File: src/rtl/fifo_rd_unpacker.sv
// fifo_rd_unpacker
// ----------------
// Read-side consumer for the asynchronous FIFO. It runs entirely in the FIFO
// read clock domain. It pops DATA_WIDTH-bit entries, packs NIBBLES of them
// LSB-first into one OUT_WIDTH-bit word, and offers that word downstream on a
// valid/ready handshake. It also counts the words it has delivered.
//
// Ports
//   Rd_clk      in   1           FIFO read clock; every flop uses its rising edge
//   reset       in   1           asynchronous active-low reset
//   Rd_Empty    in   1           FIFO empty flag (registered in Rd_clk domain)
//   Fifo_data   in   DATA_WIDTH  FIFO read data, valid the cycle after a pop
//   Rd_en       out  1           pop request (combinational)
//   Enable      in   1           permits new pops
//   Word_out    out  OUT_WIDTH   assembled word (registered)
//   Word_valid  out  1           Word_out holds a complete word (registered)
//   Word_ready  in   1           downstream accepts Word_out
//   Word_count  out  8           words delivered since reset, wraps 255 -> 0
//
// Also contains fifo_rd_unpacker_chk, the invariant checker bound inside the top.

module fifo_rd_unpacker_chk #(
  parameter int NIBBLES = 4,
  parameter int CW      = 3
) (
  input logic          clk,
  input logic          rst_n,
  input logic          rd_en,
  input logic          rd_empty,
  input logic          in_fill,
  input logic [CW-1:0] issued,
  input logic [CW-1:0] captured
);

  localparam logic [CW-1:0] FULL = CW'(NIBBLES);

  a_no_pop_when_empty : assert property (@(posedge clk) disable iff (!rst_n)
    rd_en |-> !rd_empty);

  a_pop_only_in_fill : assert property (@(posedge clk) disable iff (!rst_n)
    rd_en |-> in_fill);

  a_counter_order : assert property (@(posedge clk) disable iff (!rst_n)
    (captured <= issued) && (issued <= FULL));

endmodule

module fifo_rd_unpacker #(
  parameter int DATA_WIDTH = 4,
  parameter int NIBBLES    = 4
) (
  input  logic                          Rd_clk,
  input  logic                          reset,
  input  logic                          Rd_Empty,
  input  logic [DATA_WIDTH-1:0]         Fifo_data,
  output logic                          Rd_en,
  input  logic                          Enable,
  output logic [DATA_WIDTH*NIBBLES-1:0] Word_out,
  output logic                          Word_valid,
  input  logic                          Word_ready,
  output logic [7:0]                    Word_count
);

  localparam int OUT_WIDTH = DATA_WIDTH * NIBBLES;
  // Counters must be able to hold the value NIBBLES itself, not just NIBBLES-1.
  localparam int CW = $clog2(NIBBLES + 1);
  localparam logic [CW-1:0] FULL = CW'(NIBBLES);

  typedef enum logic [1:0] {
    ST_FILL  = 2'd0,
    ST_DRAIN = 2'd1,
    ST_HOLD  = 2'd2
  } state_t;

  state_t               state_q,      state_d;
  logic [CW-1:0]        issued_q,     issued_d;
  logic [CW-1:0]        captured_q,   captured_d;
  logic                 rd_pending_q, rd_pending_d;
  logic [OUT_WIDTH-1:0] word_q,       word_d;
  logic                 valid_q,      valid_d;
  logic [7:0]           count_q,      count_d;
  logic                 rd_en_s;

  // Next-state, counter, capture and pop-request logic.
  always_comb begin
    state_d      = state_q;
    issued_d     = issued_q;
    captured_d   = captured_q;
    rd_pending_d = 1'b0;
    word_d       = word_q;
    valid_d      = 1'b0;
    count_d      = count_q;
    rd_en_s      = 1'b0;

    // A pop from last cycle lands now. This is independent of Enable, so a
    // capture already in flight always completes. Earlier slots stay as
    // they are.
    if (rd_pending_q && (captured_q < FULL)) begin
      for (int k = 0; k < NIBBLES; k++) begin
        word_d[k*DATA_WIDTH +: DATA_WIDTH] = (captured_q == CW'(k)) ?
                                             Fifo_data :
                                             word_q[k*DATA_WIDTH +: DATA_WIDTH];
      end
      captured_d = captured_q + {{(CW-1){1'b0}}, 1'b1};
    end else begin
      captured_d = captured_q;
    end

    case (state_q)
      ST_FILL: begin
        // reset is included so that no pop can leave while reset is held.
        rd_en_s      = reset & Enable & ~Rd_Empty & (issued_q < FULL);
        issued_d     = issued_q + CW'(rd_en_s);
        rd_pending_d = rd_en_s;
        if (issued_d == FULL) begin
          state_d = ST_DRAIN;
        end else begin
          state_d = ST_FILL;
        end
      end

      ST_DRAIN: begin
        // Every pop has been issued. Wait here until the last entry lands.
        if (captured_d == FULL) begin
          state_d = ST_HOLD;
          valid_d = 1'b1;
        end else begin
          state_d = ST_DRAIN;
        end
      end

      ST_HOLD: begin
        if (Word_ready) begin
          state_d      = ST_FILL;
          issued_d     = '0;
          captured_d   = '0;
          rd_pending_d = 1'b0;
          count_d      = count_q + 8'd1;
          valid_d      = 1'b0;
        end else begin
          state_d = ST_HOLD;
          valid_d = 1'b1;
        end
      end

      default: begin
        state_d      = ST_FILL;
        issued_d     = '0;
        captured_d   = '0;
        rd_pending_d = 1'b0;
        valid_d      = 1'b0;
      end
    endcase
  end

  // State, counter and output registers with asynchronous active-low clear.
  always_ff @(posedge Rd_clk or negedge reset) begin
    if (!reset) begin
      state_q      <= ST_FILL;
      issued_q     <= '0;
      captured_q   <= '0;
      rd_pending_q <= 1'b0;
      word_q       <= '0;
      valid_q      <= 1'b0;
      count_q      <= 8'd0;
    end else begin
      state_q      <= state_d;
      issued_q     <= issued_d;
      captured_q   <= captured_d;
      rd_pending_q <= rd_pending_d;
      word_q       <= word_d;
      valid_q      <= valid_d;
      count_q      <= count_d;
    end
  end

  assign Rd_en      = rd_en_s;
  assign Word_out   = word_q;
  assign Word_valid = valid_q;
  assign Word_count = count_q;

  fifo_rd_unpacker_chk #(
    .NIBBLES (NIBBLES),
    .CW      (CW)
  ) u_chk (
    .clk      (Rd_clk),
    .rst_n    (reset),
    .rd_en    (rd_en_s),
    .rd_empty (Rd_Empty),
    .in_fill  (state_q == ST_FILL),
    .issued   (issued_q),
    .captured (captured_q)
  );

endmodule

File: config.mk
export PLATFORM = sky130hd
export DESIGN_NAME = fifo_rd_unpacker
export DESIGN_NICKNAME = d
export VERILOG_FILES = /design/src/rtl/fifo_rd_unpacker.sv
export SDC_FILE = /design/constraint.sdc
export NUM_CORES = 1
export LEC_CHECK = 0
export ABC_AREA = 0
export BUFFER_PORTS_ARGS = -buffer_cell sky130_fd_sc_hd__buf_4
export CAP_MARGIN = 20
export CELL_PAD_IN_SITES_DETAIL_PLACEMENT = 0
export CELL_PAD_IN_SITES_GLOBAL_PLACEMENT = 2
export CORE_MARGIN = 2
export CORE_UTILIZATION = 39
export CTS_CLUSTER_SIZE = 40
export DETAILED_ROUTE_END_ITERATION = 10
export GPL_TIMING_DRIVEN = 0
export PLACE_DENSITY_LB_ADDON = 0.1
export SETUP_SLACK_MARGIN = 0.05
export SLEW_MARGIN = 40
export SYNTH_ARGS = -nofsm -noshare
export SYNTH_HDL_FRONTEND = slang
export SYNTH_SLANG_ARGS = --single-unit
File: constraint.sdc
create_clock -name Rd_clk -period 4.4 [get_ports Rd_clk]
set_input_delay 0.88 -clock Rd_clk [delete_from_list [all_inputs] [get_ports Rd_clk]]
set_output_delay 0.88 -clock Rd_clk [all_outputs]
set_load 0.05 [all_outputs]
# [Yosys cells after proc, flatten, opt, wreduce, memory -nomap -nowiden]
# Index checks and enable logic that the tools add are counted.
# W data, S select, Z words.
[word_totals] word_cells=51 regBits=34 inputBits=9 output_inout_bits=26
[op_classes] bitwise=5 addsub=3 eq_ne=8 reduce_logical=10 magnitude_cmp=2 n_mux=13
[ops] operator="$reduce_and A2 Y1" count=6
[ops] operator="$mux W3" count=3
[ops] operator="$pmux W3 S3" count=1
[ops] operator="$add A8 B1 Y8 const B" count=1
[ops] operator="$eq A3 B2 Y1 const B" count=2
[ops] operator="$eq A3 B3 Y1 const B" count=2
[ops] operator="$lt A3 B3 Y1 const B" count=2
[ops] operator="$pmux W2 S3" count=1
[ops] operator="$pmux W3 S2" count=1
[ops] operator="$mux W1" count=4
[ops] operator="$mux W2" count=2
[ops] operator="$add A3 B1 Y3" count=1
[ops] operator="$add A3 B1 Y3 const B" count=1
[ops] operator="$and A1 B1 Y1" count=3
[ops] operator="$eq A3 B1 Y1 const B" count=1
[ops] operator="$logic_not A3 Y1" count=1
[ops] operator="$eq A2 B1 Y1 const B" count=1
[ops] operator="$eq A2 B2 Y1 const B" count=1
[ops] operator="$logic_not A2 Y1" count=1
[ops] operator="$ne A2 B2 Y1 const B" count=1
[ops] operator="$not A1 Y1" count=2
[ops] operator="$pmux W1 S2" count=1
[ops] operator="$reduce_or A2 Y1" count=1
[ops] operator="$logic_and A1 B1 Y1" count=1

# [Longest topological paths before layout]
[depth] word_depth=7 depth_mapped=7 depth_no_buf=7

# [Least setup slack after synthesis]
# OpenSTA, ideal clock, no wires.
[synth_timing] path_kind="input -> output" startpoint="input port Rd_Empty" endpoint="output port Rd_en" t_required_ns=3.520 path_buffers=0 arrival_ns=1.549 setup_slack_ns=1.971 stages=2 path_cell_list="nor3_1 -> and2_1"
[synth_between] elab_chain_cells=4
[synth_rtl] element="start, declared" line_no="54" source="input logic Rd_Empty,"
[synth_rtl] element="$not A1 Y1" line_no="112" source="rd_en_s = reset & Enable & ~Rd_Empty & (issued_q < FULL);"
[synth_rtl] element="$and A1 B1 Y1 (2 in a row)" line_no="112"
[synth_rtl] element="$mux W1"
[synth_rtl] element="end, declared" line_no="56" source="output logic Rd_en,"
# No other way between the ends.

# [Final worst setup path]
[layout_timing] startpoint="input port reset" endpoint="output port Rd_en"
[layout_between] elab_chain_cells=4
[layout_rtl] element="start, declared" line_no="53" source="input logic reset,"
[layout_rtl] element="$and A1 B1 Y1 (3 in a row)" line_no="112"
[layout_rtl] element="$mux W1"
# No other way between the ends.

==> run metrics <==
DR vias/cell 4.79; reg2reg end Word_valid; Syn Area/Cell 13.3 um2; Max-slew headroom 63.5%; pre-CTS worst setup slack 1430 ps; max cap viols 0; critical path buffer and inverter count 2; crit-path max FO 35; cell area after layout 0.00207 mm2; placed insts 209; Max Buffers Root-to-Sink 2; Layout Cells excl Fill 217; Clock Tree Root clkbuf_8; CTS buffer count 5; Global Route Usage Sum 14.7%; crit path cell chain buf_4 -> nand2_1 -> nor3_1 -> and2_1 -> buf_4; crit share post-route 66.4%; final core utilization 51.0%; sequential fraction of the synthesis area 51.4%; RSZ-0062 raised after global routing no; wire length per cell 14.3 um; kind of critical path input pin to output port; Syn Inst Count 125; Cell Area, Placed 0.00197 mm2; top cells by area, synth dfrtp_1, mux2_4, ha_1; Power per Cell Area 305 mW/mm2; CTS tree yes; std cell rows 23; setup ws final 1480 ps; die area 0.00479 mm2; R2R Path Start captured_q[0]; Ant. Diodes 0; GP Congestion 0.744; Reg2Reg Depth 5; share of cells above drive strength 1 40.1%; Hold Path Class register to register; Setup crit end kind output port; drt initial violations 72; Pint 0.470 mW; H-tree Lvls 2; number of global-route vias before repair 1141; DR vias 1039; post-CTS setup buffers 0; nets 187; Peak VDD IR 0.000131 V; drt pass-1 iters 4; clk slew on worst S/H paths 70 ps; slew at the pin closest to its max-slew limit 543 ps; Period minus WS final 2920 ps; Core Area 0.00406 mm2; Seq pwr share 51.5%; Hold Crit Depth 1; hpwl dp 2.25 mm; Hold Fails Final Rpt 0; Sink Count 34; Routed Antenna Nets 0; Pleak 1.09 nW; most frequent cells in the layout dfrtp_1, buf_4, mux2_4; Sw Pwr 0.161 mW; Yosys Warn Count 0; Hold Path Sink Word_count[7]; Min Hold Slack 472 ps; Synth top area share 51.4%; post-synthesis net count 146; WP data arrival 2040 ps; register-to-register setup slack 2760 ps; Hold Crit Start Word_count[7]; status finished, final reports clean; Port Buffers 34; initial core utilization 40.8%; Overall Power 0.631 mW; Worst-Skew Late Latency 280 ps; DRC Markers 0; chip width 69.2 um; Netlist cell types 30; CTS hold repair buffers 0; Comb pwr share 10.4%; Routed Wire Length 3.09 mm; initial antenna violation count 0; clock skew 2.60 ps; Final Setup Violations 0; Final Max Slew Viols 0; total gr overflow 0; most area-hungry cell type in the Yosys netlist dfrtp_1; I/O pin cnt 35; most used cell, CP buf_4; #FFs+latches synth 34; global-route wire length before repair 5.54 mm; Cell Area, Synth 0.00166 mm2; Setup TNS Final 0 ps; switching portion of total power 25.5%; largest net degree at the start of global routing 36; Syn-to-layout area delta 24.9%; max incr delay on CP 370 ps; CP delay by family, top buffers and inverters; Slowest cell on crit path buf_4; post_cts resized 0; Max Freq 342 MHz; Clock Power Share 38.1%; Worst setup SP type input pin; critical path required time 3520 ps; Die Span Y 69.2 um
-- worst max-delay path by stage --
stage / slack, ps / cells after the start / endpoint / startpoint
floorplan: 1970 / 2 / Rd_en / Rd_Empty
detailed placement: 1430 / 5 / Rd_en / reset
global placement: 1460 / 5 / Rd_en / reset
global route: 1280 / 5 / Rd_en / reset
CTS: 1430 / 5 / Rd_en / reset
finish: 1480 / 5 / Rd_en / reset
-- state kept, by name, summed over array words and instances, names as in the netlist --
signal and cells:
issued_q 3, captured_q 3, state_q 2, Word_count 8
rd_pending_q 1, Word_out 16, Word_valid 1
-- cells in the mapped netlist (all sizes together) --
cell,number
dfrtp,34
mux2,17
ha,12
nand2,10
xnor2,8
inv,7
o21ai,6
nor2,4
nand3,3
nand4,3
nor3b,3
a21oi,2
and3,2
nor3,2
a211o,1
a211oi,1
and2,1
and2b,1
and4,1
buf,1
mux2i,1
nor2b,1
o31ai,1
or2,1
or2b,1
xor2,1
-- power groups by stage --
stage                     clock, mW  combinational, mW  sequential, mW
after CTS                     0.251             0.0671           0.324
after detailed placement          0             0.0670           0.331
after global placement            0             0.0663           0.330
after global routing          0.265             0.0701           0.325
final                         0.240             0.0659           0.325
after floorplan                   0             0.0118           0.357
-- cell type report --
cell class	instances	area, um2
clock buffer	6	82.6
timing repair buffer	34	255
inverter	7	26.3
fill	361	1990
sequential	34	851
tap	50	62.6
buffer	1	11.3
multi-input combinational	83	768
clock inverter	2	12.5
-- metal layers --
metal	track usage (%)	wire, um
met1	19.7	1500
met3	4.07	142
met4	8.06	64
met2	21.5	1390
met5	0	0
-- cells by family (layout without fill, tap and decap cells) --
family | Yosys count | in the layout | synth area share [%]
flip-flops | 34 | 34 | 51.4
AND/OR/NAND/NOR | 33 | 33 | 12.9
multiplexers | 18 | 18 | 15.8
adder cells (fa/ha/maj) | 12 | 12 | 9.06
AO/OA/AOI/OAI | 11 | 11 | 3.85
XOR/XNOR | 9 | 9 | 4.76
buffers and inverters | 8 | 50 | 2.27
Note: power is estimated with default switching activity, not from simulation.
